$ cat src/rtl/sip_frame_feeder.sv
// sip_frame_feeder
// Producer end of the SIP parallel-load interface. Upstream spike/Ein frame
// pairs are buffered in a small FIFO. The head frame is held stable on
// parallel_spike_in/parallel_Ein. The next frame is loaded whenever the SIP
// raises flush_spike or flush_Ein. If a request arrives and no frame is
// buffered, a zero frame is presented and a sticky underflow flag is set.
//
// Ports:
//   clock, reset          system clock, synchronous active-high reset
//   wr_valid/wr_spike/    upstream frame push (valid/ready handshake)
//   wr_ein/wr_ready
//   flush_spike/flush_Ein SIP consume requests (rising edge = one request)
//   parallel_spike_in/    frame currently presented to the SIP
//   parallel_Ein
//   frame_valid           presented frame is real data (not a starvation zero)
//   underflow             sticky: a request found the FIFO empty
//   frames_sent           frames loaded onto the outputs (wraps)
module sip_frame_feeder #(
  parameter int N     = 16,
  parameter int DEPTH = 4,
  parameter int CW    = 8
) (
  input  logic          clock,
  input  logic          reset,
  input  logic          wr_valid,
  input  logic [N-1:0]  wr_spike,
  input  logic [N-1:0]  wr_ein,
  output logic          wr_ready,
  input  logic          flush_spike,
  input  logic          flush_Ein,
  output logic [N-1:0]  parallel_spike_in,
  output logic [N-1:0]  parallel_Ein,
  output logic          frame_valid,
  output logic          underflow,
  output logic [CW-1:0] frames_sent
);

  localparam int AW = $clog2(DEPTH);

  localparam logic [1:0] IDLE    = 2'd0;
  localparam logic [1:0] PRESENT = 2'd1;
  localparam logic [1:0] STARVED = 2'd2;

  logic [N-1:0]  spike_mem_q [DEPTH];
  logic [N-1:0]  ein_mem_q   [DEPTH];
  logic [AW-1:0] wr_ptr_q, rd_ptr_q;
  logic [AW:0]   cnt_q, cnt_d;
  logic [1:0]    state_q, state_d;
  logic          flush_spike_q, flush_ein_q;
  logic [N-1:0]  spike_q, ein_q;
  logic          fvalid_q, uflow_q;
  logic [CW-1:0] sent_q;

  logic push, pop, starve, set_uf, empty, req;

  // Ready and empty come from the registered count only, so a frame pushed
  // this cycle cannot be popped until the next one (no bypass path).
  assign wr_ready = (cnt_q < (AW+1)'(DEPTH));
  assign empty    = (cnt_q == '0);
  assign push     = wr_valid & wr_ready;

  // One request per rising edge of the OR of both flush lines; an edge on
  // one line while the other is already high is not a new request.
  assign req = (flush_spike | flush_Ein) & ~(flush_spike_q | flush_ein_q);

  always_comb begin
    pop     = 1'b0;
    starve  = 1'b0;
    set_uf  = 1'b0;
    state_d = state_q;
    case (state_q)
      IDLE: begin
        // First frame loads without a request.
        if (!empty) begin
          pop     = 1'b1;
          state_d = PRESENT;
        end else if (req) begin
          set_uf  = 1'b1;
        end
      end
      PRESENT: begin
        if (req) begin
          if (!empty) begin
            pop     = 1'b1;
          end else begin
            starve  = 1'b1;
            set_uf  = 1'b1;
            state_d = STARVED;
          end
        end
      end
      STARVED: begin
        // Recover as soon as data arrives; the SIP already asked for it.
        if (!empty) begin
          pop     = 1'b1;
          state_d = PRESENT;
        end else if (req) begin
          set_uf  = 1'b1;
        end
      end
      default: state_d = IDLE;
    endcase
  end

  always_comb begin
    cnt_d = cnt_q;
    case ({push, pop})
      2'b10:   cnt_d = cnt_q + (AW+1)'(1);
      2'b01:   cnt_d = cnt_q - (AW+1)'(1);
      default: cnt_d = cnt_q;
    endcase
  end

  // Storage is not reset; pointers and count define which entries are live.
  always_ff @(posedge clock) begin
    if (push) begin
      spike_mem_q[wr_ptr_q] <= wr_spike;
      ein_mem_q[wr_ptr_q]   <= wr_ein;
    end
  end

  always_ff @(posedge clock) begin
    if (reset) begin
      wr_ptr_q      <= '0;
      rd_ptr_q      <= '0;
      cnt_q         <= '0;
      state_q       <= IDLE;
      flush_spike_q <= 1'b0;
      flush_ein_q   <= 1'b0;
      spike_q       <= '0;
      ein_q         <= '0;
      fvalid_q      <= 1'b0;
      uflow_q       <= 1'b0;
      sent_q        <= '0;
    end else begin
      flush_spike_q <= flush_spike;
      flush_ein_q   <= flush_Ein;
      state_q       <= state_d;
      cnt_q         <= cnt_d;
      if (push) wr_ptr_q <= wr_ptr_q + AW'(1);
      if (pop) begin
        rd_ptr_q <= rd_ptr_q + AW'(1);
        spike_q  <= spike_mem_q[rd_ptr_q];
        ein_q    <= ein_mem_q[rd_ptr_q];
        fvalid_q <= 1'b1;
        sent_q   <= sent_q + CW'(1);
      end else if (starve) begin
        spike_q  <= '0;
        ein_q    <= '0;
        fvalid_q <= 1'b0;
      end
      if (set_uf) uflow_q <= 1'b1;
    end
  end

  assign parallel_spike_in = spike_q;
  assign parallel_Ein      = ein_q;
  assign frame_valid       = fvalid_q;
  assign underflow         = uflow_q;
  assign frames_sent       = sent_q;

endmodule

$ cat config.mk
export PLATFORM = sky130hd
export DESIGN_NAME = sip_frame_feeder
export DESIGN_NICKNAME = d
export VERILOG_FILES = /design/src/rtl/sip_frame_feeder.sv
export SDC_FILE = /design/constraint.sdc
export NUM_CORES = 1
export LEC_CHECK = 0
export CAP_MARGIN = 20
export CORE_AREA = 2 2 115 117
export DETAILED_ROUTE_END_ITERATION = 16
export DIE_AREA = 0 0 117 119
export PLACE_DENSITY = 0.8
export SYNTH_ARGS = -nofsm -noshare
export SYNTH_HDL_FRONTEND = slang
export SYNTH_SLANG_ARGS = --single-unit
$ cat constraint.sdc
create_clock -name clock -period 3.6 [get_ports clock]
set_clock_uncertainty 0.15 [all_clocks]
set_input_delay 0.9 -clock clock [delete_from_list [all_inputs] [get_ports clock]]
set_output_delay 0.9 -clock clock [all_outputs]
set_load 0.03 [all_outputs]
=== Yosys cells after proc, flatten, opt, wreduce, memory -nomap -nowiden ===
Memory sizes are Yosys's and may differ from the RTL's. A register that Yosys moved wholly into a read port is not among the register bits.
Index checks and enable logic that the tools add are counted.

* Memories kept: 2
* Memory bits (writable): 128
* Output and inout port bits: 43
* Word-level logic and storage cells: 62
* Register bits after elaboration: 53

{| class="wikitable"
|+ Memory list
! name !! depth !! width !! rd ports !! clocked after Yosys merged registers in !! write ports !! line !! text
|-
| ein_mem_q || 4 || 16 || 1 || 1 || 1 || 45 || <nowiki>logic [N-1:0] ein_mem_q [DEPTH];</nowiki>
|-
| spike_mem_q || 4 || 16 || 1 || 1 || 1 || 44 || <nowiki>logic [N-1:0] spike_mem_q [DEPTH];</nowiki>
|}

* $add $sub $neg: 5
* Bitwise logic cells: 5
* Equal/unequal tests: 7
* Reduce and logical (&&, ||, !) cells: 6
* Multiplexer cells: 25
* Order comparisons: 1

{| class="wikitable"
|+ Operators by type and width
! cell !! count
|-
| $mux W16 || 3
|-
| $mux W2 || 7
|-
| $mux W1 || 11
|-
| $add A8 B1 Y8 const B || 1
|-
| $ne A2 B2 Y1 const B || 3
|-
| $pmux W3 S2 || 1
|-
| $add A2 B1 Y2 const B || 2
|-
| $eq A2 B1 Y1 const B || 2
|-
| $eq A2 B2 Y1 const B || 2
|-
| $pmux W1 S2 || 2
|-
| $pmux W2 S2 || 1
|-
| $reduce_bool A2 Y1 || 2
|-
| $add A3 B1 Y3 const B || 1
|-
| $logic_not A3 Y1 || 1
|-
| $lt A3 B3 Y1 const B || 1
|-
| $reduce_and A3 Y1 || 1
|-
| $sub A3 B1 Y3 const B || 1
|-
| $and A1 B1 Y1 || 2
|-
| $logic_not A2 Y1 || 1
|-
| $or A1 B1 Y1 || 2
|-
| $reduce_or A2 Y1 || 1
|-
| $not A1 Y1 || 1
|}

=== Depth between registers and ports, before layout ===
* Word-level depth: 7
* Mapped depth: 10

=== Worst setup path after synthesis ===
No wires, ideal clock.

* Path type: input-to-reg
* Start point: in flush_Ein
* End point: reg cnt_q[2]
* Data arrival time: 2.779 ns
* Data required time: 3.380 ns
* Setup slack: 0.600 ns
* Stages on the path: 10
* Cell sequence: nor2_1 > o41a_1 > buf_2 > nor2_1 > ha_1 > inv_1 > fa_1 > xor2_1 > or3_1 > a21oi_1

* Cells in the longest elaborated chain, start to end: 6
* Elaborated cells between the ends (all ways): 8

{| class="wikitable"
|+ RTL lines
! what !! line !! text
|-
| start, declared || 30 || <nowiki>input logic flush_Ein,</nowiki>
|-
| $or A1 B1 Y1 (*) || 64 || <nowiki>assign req = (flush_spike | flush_Ein) & ~(flush_spike_q | flush_ein_q);</nowiki>
|-
| $and A1 B1 Y1 (*) || 64 ||
|-
| $mux W1 (*) || 82 || <nowiki>if (req) begin</nowiki>
|-
| $pmux W1 S2 (*) || 71 || <nowiki>case (state_q)</nowiki>
|-
| net pop || 54 || <nowiki>logic push, pop, starve, set_uf, empty, req;</nowiki>
|-
| $eq A2 B1 Y1 or $eq A2 B2 Y1 (tied branches) || 107 || <nowiki>case ({push, pop})</nowiki>
|-
| $pmux W3 S2 or $reduce_bool A2 Y1 (tied branches) || -- ||
|-
| end signal, assigned || 139 || <nowiki>cnt_q <= cnt_d;</nowiki>
|-
| end, declared || 47 || <nowiki>logic [AW:0] cnt_q, cnt_d;</nowiki>
|}

Mark *: on every way through the listed nets, which the timed path passes. The rest lies on a longest branch.
A chain may end at the register's enable or synchronous reset.

=== Worst setup path after layout ===
Same ends and word-level chain as after synthesis.

==> results.sh <==
export IMPL_rows=42
export IMPL_hp_class="flip-flop to flip-flop"
export IMPL_dp_hpwl_um=7950
export IMPL_hold_buffers=0
export IMPL_netlist_top_cells_count="edfxtp_1, nand3_1, dfxtp_1, a21oi_1, mux4_2"
export IMPL_clk_transition_reported_paths_ps=60
export IMPL_synth_cells=438
export IMPL_async_flop_share=0
export IMPL_cp_arrival_ps=3280
export IMPL_cts_sinks=183
export IMPL_endpoint_kind="flip-flop"
export IMPL_ys_ff_latch=183
export IMPL_clockPowerShare=0.276
export IMPL_die_width_um=117
export IMPL_peakVddDrop_uv=437
export IMPL_vias=4060
export IMPL_leakage_nw=2.81
export IMPL_place_congestion=0.740
export IMPL_maxCapViolations=0
export IMPL_hold_violations=0
export IMPL_ant_nets=0
export IMPL_crit_type="primary input to flip-flop"
export IMPL_cts_tree="yes"
export IMPL_cts_root_buf="clkbuf_16"
export IMPL_start_util=0.535
export IMPL_grt_pass1_wl_um=21300
export IMPL_routedWlPerCell_um=18.9
export IMPL_holdWs_ps=315
export IMPL_yosys_warnings=0
export IMPL_seq_power_share=0.411
export IMPL_die_area_um2=13900
export IMPL_tns_ps=0
export IMPL_register_area_um2=4950
export IMPL_drc_errors=0
export IMPL_synth_nets=482
export IMPL_crit_buf_inv=2
export IMPL_fin_util=0.665
export IMPL_cp_slowest_cell="clkdlybuf4s50_1"
export IMPL_drive_above_1_share=0.169
export IMPL_ys_seq_area_frac=0.717
export IMPL_tritoncts_num_buffers=17
export IMPL_switching_share=0.318
export IMPL_core_um2=12900
export IMPL_synth_top_area_cell="edfxtp_1"
export IMPL_cp_cell_sequence="clkdlybuf4s50_1, nor2_1, o41a_1, nor2_1, ha_1, inv_1, fa_1, xor2_1, or3_1, a21oi_1"
export IMPL_status="finished clean"
export IMPL_pin_count=80
export IMPL_first_global_vias=4081
export IMPL_internal_power_mw=4.67
export IMPL_multiInputGateArea_um2=1800
export IMPL_clk_latency_ps=420
export IMPL_startpoint="flush_Ein"
export IMPL_crit_family="simple AND/OR/NAND/NOR gates"
export IMPL_synth_top_area_frac=0.558
export IMPL_post_cts_resized=0
export IMPL_synthToLayoutAreaGrowth_pct=24.2
export IMPL_post_route_period_util=0.857
export IMPL_wl_um=13400
export IMPL_n_antenna_cell=0
export IMPL_synth_cell_types=33
export IMPL_cts_max_level=4
export IMPL_power_density_nw_per_um2=801
export IMPL_path_max_fanout=5
export IMPL_worst_r2r_setup_slack_ps=1090
export IMPL_slowest_delay_ps=470
export IMPL_synth_top_flop_cell="edfxtp_1"
export IMPL_grtUsageTotal=0.206
export IMPL_rr_startpoint="state_q[1]"
export IMPL_fillers=867
export IMPL_fmax_mhz=324
export IMPL_crit_top_cell="nor2_1"
export IMPL_switchingPower_mw=2.18
export IMPL_die_h_um=119
export IMPL_critPathRequiredTime_ps=3790
export IMPL_antenna_found_initial=0
export IMPL_drtIter0Drc=338
export IMPL_worst_pin_slew_ps=830
export IMPL_clockBufferDepth=2
export IMPL_final_setup_viol_count=0
export IMPL_p_comb_frac=0.313
export IMPL_portBuffers=79
export IMPL_synth_enable_flop_cells=128
export IMPL_via_per_inst=5.73
export IMPL_cp_start_kind="primary input"
export IMPL_fin_crit_ps=3080
export IMPL_cts_setup_buffers=0
export IMPL_synth_area_top_cells="edfxtp_1, dfxtp_1, mux4_2"
export IMPL_gr_total_overflow=0
export IMPL_grt_max_degree=40
export IMPL_maxSlewViolCount=0
export IMPL_netlist_area_um2=6890
export IMPL_hold_start="parallel_Ein[13]"
export IMPL_fin_nets=563
export IMPL_synthMostInstantiatedCell="edfxtp_1"
export IMPL_rsz0062_at_grt="false"
export IMPL_firstDrtPassIters=5
export IMPL_relSlewSlack=0.447
export IMPL_synth_avg_cell_area_um2=15.7
==> kinds of logic after synthesis <==
family                   synth area share
buffers and inverters              0.0232
adder cells (fa/ha/maj)            0.0138
AO/OA/AOI/OAI                      0.0519
flip-flops                          0.717
XOR/XNOR                          0.00381
multiplexers                        0.108
AND/OR/NAND/NOR                    0.0820
==> final cells by class <==
type	count	share of cell area
sequential	183	0.578
multi-input combinational	215	0.211
timing repair buffer	93	0.110
clock buffer	19	0.0542
tap	176	0.0257
clock inverter	13	0.0175
inverter	9	0.00395
==> worst min-delay path, cell delays in order, from the launching register on <==
cell and delay [ps]:
dfxtp_1 310, nand3_1 60, a21oi_1 50
==> registers in the layout (all words and copies together) (netlist names), named ones only <==
signal / flops
frame_valid: 1
parallel_Ein: 16
flush_ein_q: 1
cnt_q: 3
state_q: 2
parallel_spike_in: 16
frames_sent: 8
wr_ptr_q: 2
underflow: 1
ein_mem_q: 64
flush_spike_q: 1
rd_ptr_q: 2
spike_mem_q: 64
==> through the flow <==
| step | instance area [um^2] | power, mW | instances | worst slack [ps] |
|---|---|---|---|---|
| after floorplan | 6890 | 4.24 | 438 | 600 |
| after global placement | 7950 | 4.93 | 676 | 223 |
| after detailed placement | 7950 | 5.01 | 676 | 109 |
| after CTS | 8560 | 6.91 | 708 | 542 |
| after global routing | 8560 | 7.18 | 708 | 396 |
| final | 8560 | 6.86 | 708 | 515 |
==> final timing paths <==
kind                            to  cells after the start
hold / removal    parallel_Ein[13]                      2
setup reg to reg          cnt_q[2]                      8
hold reg to reg   parallel_Ein[13]                      2
setup / recovery          cnt_q[2]                     10
==> power groups by stage <==
stage / Clock [mW] / Sequential, mW / Combinational (mW)
detailed placement: 0 / 2.86 / 2.15
floorplan: 0 / 3.09 / 1.15
global placement: 0 / 2.84 / 2.10
finish: 1.89 / 2.82 / 2.15
CTS: 1.92 / 2.82 / 2.17
global route: 2.00 / 2.85 / 2.32
==> per-layer routing <==
metal,routed length [um],global-route usage,part of all wire,up-vias
met5,0,0,0,-
met4,235,0.0831,0.018,0
met2,7040,0.342,0.53,141
met3,858,0.0468,0.064,26
li1,-,-,-,1855
met1,5270,0.262,0.39,2038
==> cell usage in the layout, fill, tap and decap left out, types with 5 or more instances in the layout <==
cell type	netlist	final
clkinv_2	0	6
clkdlybuf4s50_1	0	78
clkbuf_16	0	18
or4_1	5	5
dfxtp_1	55	53
mux4_2	32	32
inv_1	9	9
ha_1	6	6
buf_4	0	10
edfxtp_1	128	128
nor2_1	14	14
a21oi_1	44	44
nand3_1	67	67
nor2b_1	5	5
Note: power is estimated with default switching activity, not from simulation.
